$ cat src/rtl/id_hazard_ctrl.sv
// Decode-stage hazard sequencer: turns load-use, D/I-cache misses and taken
// branches into ID pause, fetch stall and IF/ID / ID/EX flush controls.
module id_hazard_ctrl #(
    parameter int FLUSH_CYCLES = 2,
    parameter int LU_STALL     = 1,
    parameter int MEM_TIMEOUT  = 256,
    parameter int CNT_WIDTH    = 16
) (
    input  logic                 clk_sys_i,
    input  logic                 rst_sys_i,
    input  logic [4:0]           id_rst1_addr_i,
    input  logic [4:0]           id_rst2_addr_i,
    input  logic                 id_use_rst1_i,
    input  logic                 id_use_rst2_i,
    input  logic                 ex_valid_i,
    input  logic                 ex_is_load_i,
    input  logic [4:0]           ex_rd_i,
    input  logic                 branch_taken_i,
    input  logic                 dcache_miss_i,
    input  logic                 icache_miss_i,
    output logic                 pause_o,
    output logic                 stall_if_o,
    output logic                 flush_id_o,
    output logic                 flush_ex_o,
    output logic                 timeout_o,
    output logic [1:0]           state_o,
    output logic [CNT_WIDTH-1:0] stall_cnt_o
);

    localparam int MAX_FL_LU = (FLUSH_CYCLES > LU_STALL) ? FLUSH_CYCLES : LU_STALL;
    localparam int MAX_CYC   = (MAX_FL_LU > MEM_TIMEOUT) ? MAX_FL_LU : MEM_TIMEOUT;
    localparam int CW        = $clog2(MAX_CYC) + 1;

    localparam logic [CW-1:0] CNT_ONE = CW'(1);
    localparam logic [CW-1:0] LU_LAST = CW'(LU_STALL - 1);
    localparam logic [CW-1:0] FL_LAST = CW'(FLUSH_CYCLES - 1);
    localparam logic [CW-1:0] TO_LAST = CW'(MEM_TIMEOUT - 1);

    typedef enum logic [1:0] {
        RUN      = 2'd0,
        LOAD_USE = 2'd1,
        MEM_WAIT = 2'd2,
        FLUSH    = 2'd3
    } state_t;

    state_t                 state_reg, state_next;
    logic [CW-1:0]          cnt_reg, cnt_next;
    logic                   timeout_reg, timeout_next;
    logic [CNT_WIDTH-1:0]   stall_cnt_reg;
    logic                   lu_hit;
    logic                   pause, stall_if, flush_id, flush_ex;

    assign lu_hit = ex_valid_i & ex_is_load_i & (ex_rd_i != 5'd0) &
                    ((id_use_rst1_i & (id_rst1_addr_i == ex_rd_i)) |
                     (id_use_rst2_i & (id_rst2_addr_i == ex_rd_i)));

    always_comb begin
        pause        = 1'b0;
        stall_if     = 1'b0;
        flush_id     = 1'b0;
        flush_ex     = 1'b0;
        state_next   = state_reg;
        cnt_next     = cnt_reg;
        timeout_next = 1'b0;

        case (state_reg)
            RUN, LOAD_USE: begin
                if (branch_taken_i) begin
                    flush_id = 1'b1;
                    flush_ex = 1'b1;
                    if (FLUSH_CYCLES > 1) begin
                        state_next = FLUSH;
                        cnt_next   = CNT_ONE;
                    end else begin
                        state_next = RUN;
                        cnt_next   = '0;
                    end
                end else if (dcache_miss_i) begin
                    pause      = 1'b1;
                    stall_if   = 1'b1;
                    state_next = MEM_WAIT;
                    cnt_next   = '0;
                end else if (state_reg == LOAD_USE) begin
                    pause    = 1'b1;
                    stall_if = 1'b1;
                    flush_ex = 1'b1;
                    if (cnt_reg == LU_LAST) begin
                        state_next = RUN;
                        cnt_next   = '0;
                    end else begin
                        cnt_next = cnt_reg + CNT_ONE;
                    end
                end else if (lu_hit) begin
                    pause    = 1'b1;
                    stall_if = 1'b1;
                    flush_ex = 1'b1;
                    if (LU_STALL > 1) begin
                        state_next = LOAD_USE;
                        cnt_next   = CNT_ONE;
                    end
                end else if (icache_miss_i) begin
                    stall_if = 1'b1;
                    flush_ex = 1'b1;
                end
            end
            MEM_WAIT: begin
                // EX is frozen while waiting, so a branch here cannot be real.
                if (!dcache_miss_i) begin
                    state_next = RUN;
                    cnt_next   = '0;
                end else begin
                    pause    = 1'b1;
                    stall_if = 1'b1;
                    if (cnt_reg == TO_LAST) begin
                        timeout_next = 1'b1;
                        state_next   = FLUSH;
                        cnt_next     = '0;
                    end else begin
                        cnt_next = cnt_reg + CNT_ONE;
                    end
                end
            end
            default: begin
                flush_id = 1'b1;
                flush_ex = 1'b1;
                if (branch_taken_i && (FLUSH_CYCLES > 1)) begin
                    cnt_next = CNT_ONE;
                end else if (cnt_reg == FL_LAST) begin
                    state_next = RUN;
                    cnt_next   = '0;
                end else begin
                    cnt_next = cnt_reg + CNT_ONE;
                end
            end
        endcase

        if (rst_sys_i) begin
            pause    = 1'b0;
            stall_if = 1'b0;
            flush_id = 1'b0;
            flush_ex = 1'b0;
        end
    end

    always_ff @(posedge clk_sys_i) begin
        if (rst_sys_i) begin
            state_reg     <= RUN;
            cnt_reg       <= '0;
            timeout_reg   <= 1'b0;
            stall_cnt_reg <= '0;
        end else begin
            state_reg   <= state_next;
            cnt_reg     <= cnt_next;
            timeout_reg <= timeout_next;
            if (pause && (stall_cnt_reg != {CNT_WIDTH{1'b1}})) begin
                stall_cnt_reg <= stall_cnt_reg + {{(CNT_WIDTH-1){1'b0}}, 1'b1};
            end
        end
    end

    assign pause_o     = pause;
    assign stall_if_o  = stall_if;
    assign flush_id_o  = flush_id;
    assign flush_ex_o  = flush_ex;
    assign timeout_o   = timeout_reg;
    assign state_o     = state_reg;
    assign stall_cnt_o = stall_cnt_reg;

endmodule

$ cat config.mk
export PLATFORM = sky130hd
export DESIGN_NAME = id_hazard_ctrl
export DESIGN_NICKNAME = d
export VERILOG_FILES = /design/src/rtl/id_hazard_ctrl.sv
export SDC_FILE = /design/constraint.sdc
export NUM_CORES = 1
export LEC_CHECK = 0
export ABC_AREA = 1
export CAP_MARGIN = 20
export CORE_ASPECT_RATIO = 0.6
export CORE_MARGIN = 3
export CORE_UTILIZATION = 40
export DETAILED_ROUTE_END_ITERATION = 10
export PLACE_DENSITY = 0.78
export SLEW_MARGIN = 20
export SYNTH_ARGS = -nofsm -noshare
export SYNTH_HDL_FRONTEND = slang
export SYNTH_SLANG_ARGS = --single-unit
$ cat constraint.sdc
create_clock -name clk_sys_i -period 2.6 [get_ports clk_sys_i]
set_clock_uncertainty 0.05 [all_clocks]
set_input_delay 0.39 -clock clk_sys_i [delete_from_list [all_inputs] [get_ports clk_sys_i]]
set_output_delay 0.39 -clock clk_sys_i [all_outputs]
set_load 0.01 [all_outputs]
==> flow_metrics.py, run 1 <==
metrics = {
    "run_status": {
        "outcome": "complete, no violations",
    },
    "timing": {
        "fmax_mhz": 419,
        "finalSetupViolations": 0,
        "period_share_pct": 91.9,
        "slew_headroom_pct": 76.4,
        "worst_slew_pin_slew_ps": 352,
        "hold_viol_final": 0,
        "period_minus_slack_ps": 2390,
        "maxSlewViolCount": 0,
        "rsz0062_at_grt": "false",
    },
    "power_and_ir_drop": {
        "power_leakage_nw": 1.12,
        "total_power_mw": 1.16,
        "peakVddDrop_v": 0.000195,
        "pwr_density_cell_nw_per_um2": 434,
    },
    "clock_tree": {
        "numCtsBuffers": 3,
        "cts_root_buf": "clkbuf_8",
        "postCtsSetupBuffers": 0,
        "clk_path_buf_depth": 2,
        "htreeDepth": 1,
        "cts_tree": "done",
        "cts_hold_buf": 0,
        "clock-sinks": 28,
        "clkLatencyLatePin_ps": 290,
        "path_clk_slew_ps": 100,
    },
    "grt": {
        "grt_use_total_pct": 18.8,
        "grt_pass1_vias": 1868,
        "grt_max_degree": 18,
        "grt_overflow": 0,
        "grt_pass1_wl_microns": 9020,
        "antenna_found_initial": 0,
    },
    "critical_path": {
        "cp_max_fo": 4,
        "end_kind": "output pin",
        "critical_path_class": "primary input to output pin",
        "arrival_ps": 1950,
        "r2r_cells": 13,
        "r2r-start": "cnt_reg[1]$_SDFFE_PP0P_",
        "cp-startpoint": "ex_rd_i[1]",
        "startpoint_type": "primary input",
        "rr_endpoint": "cnt_reg[5]$_SDFFE_PP0P_",
        "r2r_slack_ps": 360,
        "required_ps": 2160,
    },
    "die": {
        "initial_utilization_pct": 42.9,
        "die-area_sq_um": 5990,
        "die_y_microns": 61.2,
        "core_area_sq_um": 4730,
        "row_count": 19,
        "die_w_microns": 98.0,
        "ios": 47,
    },
    "yosys": {
        "ys_ff_latch": 28,
        "yosysWarnings": 0,
        "syn_inst": 327,
        "synth.avg_cell_area_sq_um": 6.21,
        "synthesis.nets": 357,
        "ys_types": 26,
        "seq_area_frac_synth_pct": 27.6,
        "syn_area_sq_um": 2030,
    },
    "place": {
        "place.port_buffers": 46,
        "dp_hpwl_microns": 4130,
        "gp_congestion": 0.901,
    },
    "drt": {
        "viasPerCell": 5.07,
        "via_count": 2249,
        "drc": 0,
        "ant_nets": 0,
        "routedWlPerCell_microns": 12.3,
        "postRouteWirelength_microns": 5450,
        "drt_iter0_markers": 166,
        "dr.pass1.iters": 5,
    },
    "layout": {
        "largest_register_ffs": 16,
        "final_common_cell": "nand2_1",
        "fill_cells": 446,
        "num_antenna_cells": 0,
        "area_delta_synth_final_pct": 32.0,
        "layout-drive-gt1-share_pct": 7.35,
        "final_core_util_pct": 56.6,
        "nNetsFinal": 412,
        "final_cell_mix": "nand2_1 (85), inv_1 (44), clkdlybuf4s50_1 (43), nor2_1 (37), dfxtp_1 (28)",
    },
    "hold_path": {
        "holdPathEnd": "stall_cnt_o[15]$_SDFFE_PP0P_",
        "hold_path_startpoint": "stall_cnt_o[15]$_SDFFE_PP0P_",
        "hp-class": "flop to flop",
        "whs_path_depth": 2,
    },
    "run": {
        "cap_violations": 0,
    },
}
==> power by group <==
part           total, mW  internal [mW]  switching, mW
Clock              0.358          0.207          0.151
Sequential         0.465          0.445         0.0193
Combinational      0.341          0.143          0.198
Total               1.16          0.795          0.368
==> metal layers <==
metal  global-route usage (%)  share of wire, %
met5                        0                 0
met1                     28.4                50
met3                     5.20                11
met2                     26.2                38
met4                     4.73               1.3
==> Yosys cell counts <==
master | n | share of area, %
o21ai_0 | 12 | 3.0
nor3_2 | 1 | 0.49
o41ai_1 | 1 | 0.43
buf_2 | 2 | 0.49
inv_2 | 5 | 0.92
nand3_1 | 24 | 5.9
a21oi_1 | 23 | 5.7
nand3_4 | 1 | 0.86
a211oi_4 | 1 | 0.99
inv_1 | 44 | 8.1
nor4_1 | 1 | 0.31
nor2_1 | 37 | 6.8
nor2_2 | 3 | 0.92
a31oi_1 | 1 | 0.31
nor3_1 | 6 | 1.5
o211ai_1 | 2 | 0.74
xnor2_1 | 7 | 3.0
nand4_1 | 23 | 7.1
nor2_4 | 1 | 0.55
buf_6 | 2 | 1.1
nand2_1 | 85 | 16
xor2_1 | 6 | 2.6
a21o_1 | 1 | 0.37
ha_1 | 6 | 3.7
clkbuf_1 | 4 | 0.74
dfxtp_1 | 28 | 28
==> per-stage QoR <==
step	std cells	instance area, sq um	hold slack (ps)	setup TNS (ps)	setup WS, ps
finish	444	2680	473	0	212
global route	444	2680	513	0	51.2
CTS	444	2680	476	0	215
detailed placement	440	2610	460	-115	-66.6
global placement	440	2610	448	-70.7	-37.7
floorplan	327	2030	437	0	647
==> cell type report <==
| cell class | count | area (sq um) | area share (%) |
|---|---|---|---|
| well taps | 63 | 78.8 | 2.94 |
| inverters | 49 | 184 | 6.87 |
| repair buffers | 58 | 547 | 20.4 |
| multi-input cells | 242 | 1240 | 46.2 |
| clock inverters | 1 | 30.0 | 1.12 |
| clock buffers | 3 | 41.3 | 1.54 |
| flip-flops and latches | 28 | 561 | 20.9 |
==> worst max-delay path by stage <==
stage                             to  slack (ps)  depth (start not counted)
after floorplan           stall_if_o         650                          9
after global placement    stall_if_o         -40                         12
after detailed placement  stall_if_o         -70                         12
after CTS                 stall_if_o         210                         12
after global routing      stall_if_o          50                         12
final                     stall_if_o         210                         12
==> kinds of logic after synthesis <==
kind of cell	after synthesis	synth area share (%)
flip-flops	28	27.6
XOR/XNOR	13	5.61
AO/OA/AOI/OAI	41	11.5
AND/OR/NAND/NOR	182	40.2
buffers and inverters	57	11.4
adder cells (fa/ha/maj)	6	3.70
==> worst max-delay path: stages <==
cell and delay [ps]:
clkdlybuf4s50_1 520, inv_1 70, nand2_1 60, nand2_1 50
nor2_1 100, nand3_1 80, nand2_1 70, nand2_1 70
nand3_1 100, nand2_1 80, o41ai_1 70, dlygate4sd2_1 310
==> timing repair <==
item / CTS / global route
endpoints found under the setup margin: 3 / 0
endpoints found under the hold margin: 0 / 0
gates resized for setup: 3 / 0
Note: power is estimated with default switching activity, not from simulation.
==> run 2, diff against run 1 <==
==> constraint.sdc (replaced) <==
create_clock -name clk_sys_i -period 2.6 [get_ports clk_sys_i]
set_clock_uncertainty 0.05 [all_clocks]
set_input_delay 0.52 -clock clk_sys_i [delete_from_list [all_inputs] [get_ports clk_sys_i]]
set_output_delay 0.52 -clock clk_sys_i [all_outputs]
set_load 0.01 [all_outputs]
==> run 2 against run 1 <==
Maximum frequency shrank 5.4%. Die area is the same. Utilization grew 1.3 points. Via count grew 1.5%. Global-route usage is essentially flat. Clock-buffer cell count is the same. First-iteration DRC count grew 37%. Cell count grew 0.90%. Critical path depth is the same. Register-to-register slack lost 20 ps. Non-clock buffer count grew 4. Critical endpoint is now flush_ex_o. Largest cell class unchanged.
==> flow_metrics.py, run 2 (synthesis results as in run 1) <==
metrics = {
    "die": {
        "die_y_microns": 61.2,
        "die-area_sq_um": 5990,
        "row_count": 19,
        "ios": 47,
        "die_w_microns": 98.0,
        "core_area_sq_um": 4730,
        "initial_utilization_pct": 42.9,
    },
    "drt": {
        "via_count": 2282,
        "drc": 0,
        "postRouteWirelength_microns": 5600,
        "drt_iter0_markers": 227,
        "routedWlPerCell_microns": 12.5,
        "ant_nets": 0,
        "viasPerCell": 5.09,
        "dr.pass1.iters": 5,
    },
    "critical_path": {
        "critical_path_class": "primary input to output pin",
        "end_kind": "output pin",
        "arrival_ps": 1960,
        "cp_max_fo": 2,
        "required_ps": 2030,
        "startpoint_type": "primary input",
    },
    "clock_tree": {
        "htreeDepth": 1,
        "numCtsBuffers": 3,
        "clock-sinks": 28,
        "cts_root_buf": "clkbuf_8",
        "clkLatencyLatePin_ps": 280,
        "postCtsSetupBuffers": 0,
        "clk_path_buf_depth": 2,
        "cts_hold_buf": 0,
        "cts_tree": "done",
        "path_clk_slew_ps": 100,
    },
    "place": {
        "dp_hpwl_microns": 4170,
        "placed_cell_area_sq_um": 2640,
        "place.port_buffers": 46,
        "gp_congestion": 0.900,
    },
    "grt": {
        "grt_pass1_wl_microns": 9210,
        "grt_overflow": 0,
        "antenna_found_initial": 0,
        "grt_pass1_vias": 1942,
        "grt_max_degree": 18,
        "grt_use_total_pct": 18.8,
    },
    "timing": {
        "final.setup.tns_ps": 0,
        "period_share_pct": 97.1,
        "period_minus_slack_ps": 2530,
        "hold_viol_final": 0,
        "fmax_mhz": 396,
        "maxSlewViolCount": 0,
        "finalSetupViolations": 0,
        "worst_slew_pin_slew_ps": 342,
        "slew_headroom_pct": 77.1,
    },
    "layout": {
        "final_area_sq_um": 2740,
        "fill_cells": 460,
        "final_cell_mix": "nand2_1 (84), inv_1 (43), nor2_1 (34), clkdlybuf4s50_1 (33), dfxtp_1 (28)",
        "largest_register_ffs": 16,
        "num_antenna_cells": 0,
        "final_common_cell": "nand2_1",
        "area_delta_synth_final_pct": 35.1,
        "layout-drive-gt1-share_pct": 10.4,
        "nNetsFinal": 416,
    },
    "power_and_ir_drop": {
        "peakVddDrop_v": 0.000277,
        "power_leakage_nw": 1.22,
        "pwr_density_cell_nw_per_um2": 425,
        "total_power_mw": 1.17,
    },
    "run_status": {
        "outcome": "complete, no violations",
    },
    "run": {
        "cap_violations": 0,
    },
    "hold_path": {
        "hp-class": "flop to flop",
    },
}
[run 2: layout make-up]
class | instances | area, sq um | share of cell area, %
clock buffers | 3 | 41.3 | 1.51
clock inverters | 1 | 30.0 | 1.09
inverters | 49 | 184 | 6.71
multi-input cells | 242 | 1250 | 45.7
flip-flops and latches | 28 | 561 | 20.4
well taps | 63 | 78.8 | 2.87
repair buffers | 62 | 596 | 21.7
[run 2: worst paths after layout]
path / startpoint / to / slack (ps) / cells after the start
max reg2reg: cnt_reg[1]$_SDFFE_PP0P_ / cnt_reg[7]$_SDFFE_PP0P_ / 340 / 13
min: stall_cnt_o[15]$_SDFFE_PP0P_ / stall_cnt_o[15]$_SDFFE_PP0P_ / 470 / 2
min reg2reg: stall_cnt_o[15]$_SDFFE_PP0P_ / stall_cnt_o[15]$_SDFFE_PP0P_ / 470 / 2
max: id_rst1_addr_i[1] / flush_ex_o / 70 / 12
[run 2: metal layers]
layer,up-vias,track usage (%),routed length [microns]
met5,-,0,0
met4,0,2.56,13
met3,2,3.96,508
met1,1014,29.1,2820
met2,89,27.3,2260
li1,1177,-,-
[run 2: power by group]
group / total, mW / switching (mW) / internal, mW
clock network: 0.346 / 0.140 / 0.206
logic: 0.355 / 0.206 / 0.149
registers: 0.465 / 0.0196 / 0.445
[run 2: timing repair]
action / 4_1_cts / 5_1_grt
endpoints found under the setup margin: 3 / 3
gates resized for setup: 10 / 17
pin swaps: 0 / 6
[run 2: worst max-delay path, stage by stage]
cell,delay (ps)
clkdlybuf4s50_1,490
inv_1,40
nand2_1,50
nand2_1,60
nor2_2,90
nand3_1,80
nand2_1,80
nand2_2,60
nand3_1,70
a21oi_1,60
nor3_1,190
buf_2,170
[run 2: per-stage QoR]
step | cells | worst slack (ps) | utilization (%) | hold WS, ps
after floorplan | 327 | 493 | - | 437
after global placement | 444 | -319 | 55.8 | 453
after detailed placement | 444 | -382 | 55.8 | 459
after CTS | 448 | 0.197 | 57.1 | 475
after global routing | 448 | -5.49 | 58.0 | 504
final | 448 | 74.6 | 58.0 | 470
